<file path="src/rtl/muldiv_unit.sv">
// Iterative RV32M multiply/divide unit.
// Shift-add multiply and restoring divide, one bit per cycle, with sign fix-up.
module muldiv_unit #(
    parameter int DATA_WIDTH = 32,
    parameter int ADDR_WIDTH = 5
) (
    input  logic                  clk,
    input  logic                  reset_n,
    input  logic                  start,
    input  logic [2:0]            funct3,
    input  logic [DATA_WIDTH-1:0] op_a,
    input  logic [DATA_WIDTH-1:0] op_b,
    input  logic [ADDR_WIDTH-1:0] rd_in,
    output logic                  busy,
    output logic                  done,
    output logic [DATA_WIDTH-1:0] result,
    output logic [ADDR_WIDTH-1:0] rd_out,
    output logic                  we_out
);

    localparam int W  = DATA_WIDTH;
    localparam int CW = $clog2(DATA_WIDTH);
    localparam logic [CW-1:0] LAST = CW'(DATA_WIDTH - 1);

    typedef enum logic [1:0] {IDLE, CALC, FIX, DONE} state_t;

    state_t state, next_state;

    logic [2:0]     op;
    logic           neg_a, neg_b;
    logic [W-1:0]   mag_a, mag_b;
    logic [2*W-1:0] acc;
    logic [CW-1:0]  count;

    logic           is_div, sgn_a, sgn_b, in_neg_a, in_neg_b;
    logic [W-1:0]   in_mag_a, in_mag_b;
    logic           div_zero, ovf, fast;
    logic [W-1:0]   fast_val;
    logic [W:0]     mul_sum, div_sh, div_diff;
    logic           div_ge;
    logic [2*W-1:0] mul_next, div_next, prod;
    logic [W-1:0]   quo, rem, fix_val;

    // Operand decode: signedness, magnitudes and the divide fast-path cases.
    always_comb begin
        is_div   = funct3[2];
        sgn_a    = funct3 inside {3'b001, 3'b010, 3'b100, 3'b110};
        sgn_b    = funct3 inside {3'b001, 3'b100, 3'b110};
        in_neg_a = sgn_a & op_a[W-1];
        in_neg_b = sgn_b & op_b[W-1];
        in_mag_a = in_neg_a ? -op_a : op_a;
        in_mag_b = in_neg_b ? -op_b : op_b;
        div_zero = is_div && (op_b == '0);
        ovf      = (funct3 == 3'b100 || funct3 == 3'b110)
                   && (op_a == {1'b1, {(W-1){1'b0}}})
                   && (&op_b);
        fast     = div_zero | ovf;
        if (div_zero)
            fast_val = funct3[1] ? op_a : '1;
        else
            fast_val = funct3[1] ? '0 : op_a;
    end

    // One iteration of shift-add multiply and restoring divide on acc.
    always_comb begin
        mul_sum  = {1'b0, acc[2*W-1:W]} + (acc[0] ? {1'b0, mag_a} : '0);
        mul_next = {mul_sum, acc[W-1:1]};
        div_sh   = {acc[2*W-1:W], acc[W-1]};
        div_ge   = div_sh >= {1'b0, mag_b};
        div_diff = div_sh - {1'b0, mag_b};
        div_next = {div_ge ? div_diff[W-1:0] : div_sh[W-1:0],
                    acc[W-2:0], div_ge};
    end

    // Sign correction and result selection by opcode.
    always_comb begin
        prod = (neg_a ^ neg_b) ? -acc : acc;
        quo  = (neg_a ^ neg_b) ? -acc[W-1:0] : acc[W-1:0];
        rem  = neg_a ? -acc[2*W-1:W] : acc[2*W-1:W];
        unique case (op)
            3'b000:                 fix_val = prod[W-1:0];
            3'b001, 3'b010, 3'b011: fix_val = prod[2*W-1:W];
            3'b100, 3'b101:         fix_val = quo;
            default:                fix_val = rem;
        endcase
    end

    // State register.
    always_ff @(posedge clk) begin
        if (!reset_n) state <= IDLE;
        else          state <= next_state;
    end

    // Next-state logic.
    always_comb begin
        next_state = state;
        unique case (state)
            IDLE:    if (start) next_state = fast ? DONE : CALC;
            CALC:    if (count == LAST) next_state = FIX;
            FIX:     next_state = DONE;
            default: next_state = IDLE;
        endcase
    end

    // Operand capture, iteration datapath and result register.
    always_ff @(posedge clk) begin
        if (!reset_n) begin
            op     <= '0;
            neg_a  <= 1'b0;
            neg_b  <= 1'b0;
            mag_a  <= '0;
            mag_b  <= '0;
            acc    <= '0;
            count  <= '0;
            result <= '0;
            rd_out <= '0;
        end else begin
            unique case (state)
                IDLE: if (start) begin
                    op     <= funct3;
                    rd_out <= rd_in;
                    neg_a  <= in_neg_a;
                    neg_b  <= in_neg_b;
                    mag_a  <= in_mag_a;
                    mag_b  <= in_mag_b;
                    count  <= '0;
                    acc    <= is_div ? {{W{1'b0}}, in_mag_a}
                                     : {{W{1'b0}}, in_mag_b};
                    if (fast) result <= fast_val;
                end
                CALC: begin
                    acc   <= op[2] ? div_next : mul_next;
                    count <= count + 1'b1;
                end
                FIX:     result <= fix_val;
                default: ;
            endcase
        end
    end

    assign busy   = (state != IDLE);
    assign done   = (state == DONE);
    assign we_out = done && (rd_out != '0);

endmodule
</file>
<file path="config.mk">
export PLATFORM = sky130hd
export DESIGN_NAME = muldiv_unit
export DESIGN_NICKNAME = d
export VERILOG_FILES = /design/src/rtl/muldiv_unit.sv
export SDC_FILE = /design/constraint.sdc
export NUM_CORES = 1
export LEC_CHECK = 0
export CAP_MARGIN = 20
export CORE_AREA = 4 4 205 207
export CTS_CLUSTER_DIAMETER = 80
export DETAILED_ROUTE_END_ITERATION = 6
export DIE_AREA = 0 0 209 211
export PLACE_DENSITY_LB_ADDON = 0.12
export SLEW_MARGIN = 20
export SYNTH_ARGS = -nofsm -noshare
export SYNTH_HDL_FRONTEND = slang
export SYNTH_SLANG_ARGS = --single-unit
</file>
<file path="constraint.sdc">
create_clock -name clk -period 7.9 [get_ports clk]
set_input_delay 1.58 -clock clk [delete_from_list [all_inputs] [get_ports clk]]
set_output_delay 1.58 -clock clk [all_outputs]
set_load 0.05 [all_outputs]
</file>
# Word level (Yosys, flattened, before mapping)
# Cells that the tools add are included.
dict set report totals {
  register_bits 177
  output_inout_bits 40
}
dict set report classes {
  n_eq_ne 17
  n_bitwise 4
  n_addsub 8
  n_lt_le_gt_ge 1
  muxes 24
  n_reduce_logical 21
}
# operator count
set op_table {}
lappend op_table {{32-bit two-way mux} 12}
lappend op_table {{64-bit two-way mux} 3}
lappend op_table {{32-bit negator} 4}
lappend op_table {{64-bit case mux with 2 select lines} 1}
lappend op_table {{32-bit case mux with 3 select lines} 1}
lappend op_table {{64-bit negator} 1}
lappend op_table {{32-bit case mux with 2 select lines} 1}
lappend op_table {{32-bit by 32-bit adder with 33-bit output} 1}
lappend op_table {{33-bit by 32-bit >= comparator with 1-bit output} 1}
lappend op_table {{32-bit equality test, second input constant} 1}
lappend op_table {{32-bit zero test} 1}
lappend op_table {{32-bit AND reduction} 1}
lappend op_table {{32-bit subtractor} 1}
lappend op_table {{3-bit equality test, second input constant} 4}
lappend op_table {{5-bit case mux with 2 select lines} 1}
lappend op_table {{3-bit by 2-bit equality test with 1-bit output, second input constant} 3}
lappend op_table {{3-bit by 1-bit equality test with 1-bit output, second input constant} 2}
lappend op_table {{2-bit two-way mux} 3}
lappend op_table {{2-bit inequality test, second input constant} 3}
lappend op_table {{2-bit case mux with 3 select lines} 1}
lappend op_table {{2-bit AND reduction} 3}
lappend op_table {{2-bit nonzero test} 3}
lappend op_table {{5-bit by 1-bit adder with 5-bit output, second input constant} 1}
lappend op_table {{5-bit equality test, second input constant} 1}
lappend op_table {{16 further kinds} 21}

# Logic depth before layout (Yosys ltp)
dict set report logic_depth {
  ltp_word 8
  depth_mapped 15
  ltp_nobuf 14
}

# Worst setup path after synthesis
# OpenSTA, ideal clock, no wires.
dict set report synth_path {
  path_type {input to register}
  from {input port op_b[12]}
  to {register result[20]}
  t_required_ps 7808
  setup_slack_ps 3842
  cell_stages 10
  n_path_buf 1
  t_arrival_ps 3966
  path_cell_list {or4_1 nor4_2 nor3b_4 nand3_1 nor2_2 a31oi_1 o2bb2ai_2 buf_4 o21ai_0 o32ai_1}
}
dict set report synth_between {
  elab_chain_len 6
  word_cells_on_any_way 11
  classes_between {1 x eq/ne; 4 x mux; 1 x bitwise; 5 x reduce/logical}
}
# item line_no
set synth_rtl {}
lappend synth_rtl {{from (decl)} 12} ;# input logic [DATA_WIDTH-1:0] op_b,
lappend synth_rtl {{32-bit zero test} 53} ;# div_zero = is_div && (op_b == '0);
lappend synth_rtl {{1-bit logical AND} 53}
lappend synth_rtl {{32-bit two-way mux} 58} ;# if (div_zero)
lappend synth_rtl {{32-bit two-way mux} 129} ;# if (fast) result <= fast_val;
lappend synth_rtl {{32-bit two-way mux} 119} ;# IDLE: if (start) begin
lappend synth_rtl {{32-bit case mux with 2 select lines} 118} ;# unique case (state)
lappend synth_rtl {{to (signal assigned)} 129}
lappend synth_rtl {{to (signal assigned)} 135} ;# FIX: result <= fix_val;
lappend synth_rtl {{to (decl)} 16} ;# output logic [DATA_WIDTH-1:0] result,
# Several ways; a longest one is shown, not always the timed one. The select of a mux whose other input is x is not followed.
# A chain may end at the register's enable or synchronous reset.

# Worst setup path in the final report
dict set report layout_path {
  from {input port op_b[2]}
  to {register result[11]}
}
# The elaborated chain is that of the path after synthesis.

==> qor.csv <==
metric,value,unit
portBuffers,114,
wl,68800,um
initial_core_util,39.5,%
netlist_area,16000,um^2
fillers,4272,
slew_headroom,25.8,%
ant_nets,0,
power.density,300,nW/um^2
fp.coreArea,40400,um^2
cts-resized-gates,0,
required,8.27,ns
avgRoutedWirePerCell,25.1,um
synth_top_area_share,22.2,%
cts_hold_buf,0,
synth_seq_cells,177,
io_pins,115,
regArea,3550,um^2
timing_worst_setup_path_type,in2reg,
synth_fp_nets,2332,
synth_ff_type,dfxtp_1,
clockBufferDepth,2,
finalSetupViolations,0,
fin_setup_tns,0,ns
firstDrtPassIters,7,
ys_warn_count,0,
area_growth,12.2,%
final_cell_mix,"227 x nor2_1, 219 x nand2_1, 185 x a21oi_1, 176 x dfxtp_1, 131 x o21ai_0",
cts_tree,done,
drc_errors,1,
hold_depth,2,
hpwl,53100,um
max_freq,0.194,GHz
fin_worst_skew,0.00900,ns
num_rows,74,
rr_worst_depth,12,
synth_cell_types,92,
layout.nets,2343,
arrival,5.51,ns
synthCells,2179,
track_usage,30.2,%
cts_setup_buffers,0,
cts.clk_slew.worst_paths,0.07,ns
multi_input_area,11400,um^2
insertion_delay,0.47,ns
tightest_slew,1.10,ns
fp.dieW,209,um
cts.root.buffer_cell,clkbuf_16,
p_leak,6.84,nW
syn_area_per_cell,7.32,um^2
period_needed,5.14,ns
ir_worst_vdd,304,uV
synth_area_leaders,"dfxtp_1 22%, ha_1 6.0%, a21oi_1 5.8%, nor2_1 5.4%, nand2_1 5.2%",
grt_max_degree,77,
status,finished with violations,
avgViaCountPerCell,6.14,
cts_buffers,17,
rsz0062_at_grt,no,
fin_crit_sh,65.1,%
cts-htree-levels,4,
grt_pass1_wl,102000,um
clock-sinks,177,
final_core_util,44.4,%
drv_cap,0,
antenna_found_initial,1,
worstSetupEndpointType,register,
finalMaxSlewViolations,0,
die_area,44100,um^2
overflow,0,
synth-edff-count,0,
final_common_cell,nor2_1,
first_iter_violations,1904,
place_congestion,1.00,
crit_path_start_kind,primary input,
finalHoldViolCount,0,
yosys.area.top_type,dfxtp_1,
failed_checks,design-rule violations,
fp.dieH,211,um
hold_class,reg2reg,
synth-async-reset-ratio,0,%
yosysSeqAreaShare,22.2,%
grt_pass1_vias,15500,
critPathMaxFanout,33,
vias,16800,
drive_above_1_share,5.58,%
## area by class of cell
cell class | count | area share, %
Antenna cell | 1 | 0.0140
Clock inverter | 12 | 0.685
Multi-Input combinational cell | 1762 | 63.6
Clock buffer | 20 | 2.55
Inverter | 78 | 1.64
Sequential cell | 177 | 19.8
Tap cell | 532 | 3.72
Timing Repair Buffer | 154 | 8.02
## flip-flops by register name (all words and copies together), names as in the netlist
signal / count
rd_out: 5
neg_a: 1
count: 5
mag_b: 32
neg_b: 1
op: 3
mag_a: 32
result: 32
acc: 64
state: 2
## cells by family after synthesis
kind of cell               Yosys count  synth area share [%]
xor gates and xnor gates           167                  9.17
AOI/OAI and AO/OA                  712                  29.2
DFF                                177                  22.2
and+or+nand+nor                    724                  21.4
adders and majority gates          104                  7.84
buffers and inverters              240                  6.63
muxes                               55                  3.51
## where the power goes
| group | internal [W] | switching (W) | total, W |
|---|---|---|---|
| sequential | 0.00111 | 0.000269 | 0.00138 |
| combinational | 0.00104 | 0.00207 | 0.00311 |
| clock | 0.000458 | 0.000429 | 0.000887 |
## metrics by stage
| step | setup WS, ns | instance area [um^2] | cells | total power (W) | hold slack, ns |
|---|---|---|---|---|---|
| floorplan | 3.84 | 16000 | 2179 | 0.00345 | 0.432 |
| global placement | 2.41 | 17300 | 2703 | 0.00440 | 0.441 |
| detailed placement | 2.34 | 17300 | 2703 | 0.00442 | 0.448 |
| CTS | 2.83 | 17900 | 2735 | 0.00531 | 0.458 |
| global route | 2.38 | 17900 | 2735 | 0.00568 | 0.486 |
| finish | 2.76 | 17900 | 2736 | 0.00538 | 0.454 |
## worst max-delay path, stage by stage
cell	delay, ns
clkdlybuf4s50_1	0.51
nor4_1	0.42
nand2_1	0.19
nor4_2	0.68
nand3_1	0.32
nor2_2	0.15
buf_4	0.38
a31oi_1	0.13
o2bb2ai_2	0.16
buf_4	0.35
nor2_1	0.27
a22o_1	0.32
## routing by layer
layer  up-vias  share of wire (%)  GRT usage (%)
met4         0                4.0           11.3
met5         -                  0              0
met1      8032                 44           41.6
met3       121                8.0           5.96
met2       701                 44           47.2
li1       7946                  -              -
## synthesized netlist by cell type, types with 12 or more instances
cell type / number
nand3_1: 37
o221ai_1: 21
xnor2_1: 90
nor4_1: 23
o22ai_1: 33
a31oi_1: 32
a211o_1: 13
mux2i_1: 47
o31ai_1: 31
nor2b_1: 17
a21o_1: 35
nor2_1: 228
a21oi_1: 186
a211oi_1: 87
maj3_1: 26
inv_1: 75
nand4_1: 17
nor3_1: 56
clkbuf_1: 131
o21ai_0: 133
dfxtp_1: 177
ha_1: 76
or3_1: 12
xor2_1: 77
nand2_1: 219
nand2b_1: 20
and2_1: 40
o211ai_1: 29
o21a_1: 13
## final timing paths
check                           slack (ns)    endpoint  startpoint
worst max-delay path                  2.76  result[11]     op_b[2]
worst min-delay path                  0.45  result[23]  result[23]
worst max register to register        2.94  result[30]     acc[32]
worst min register to register        0.45  result[23]  result[23]
Power figures use the tool's default switching activity.
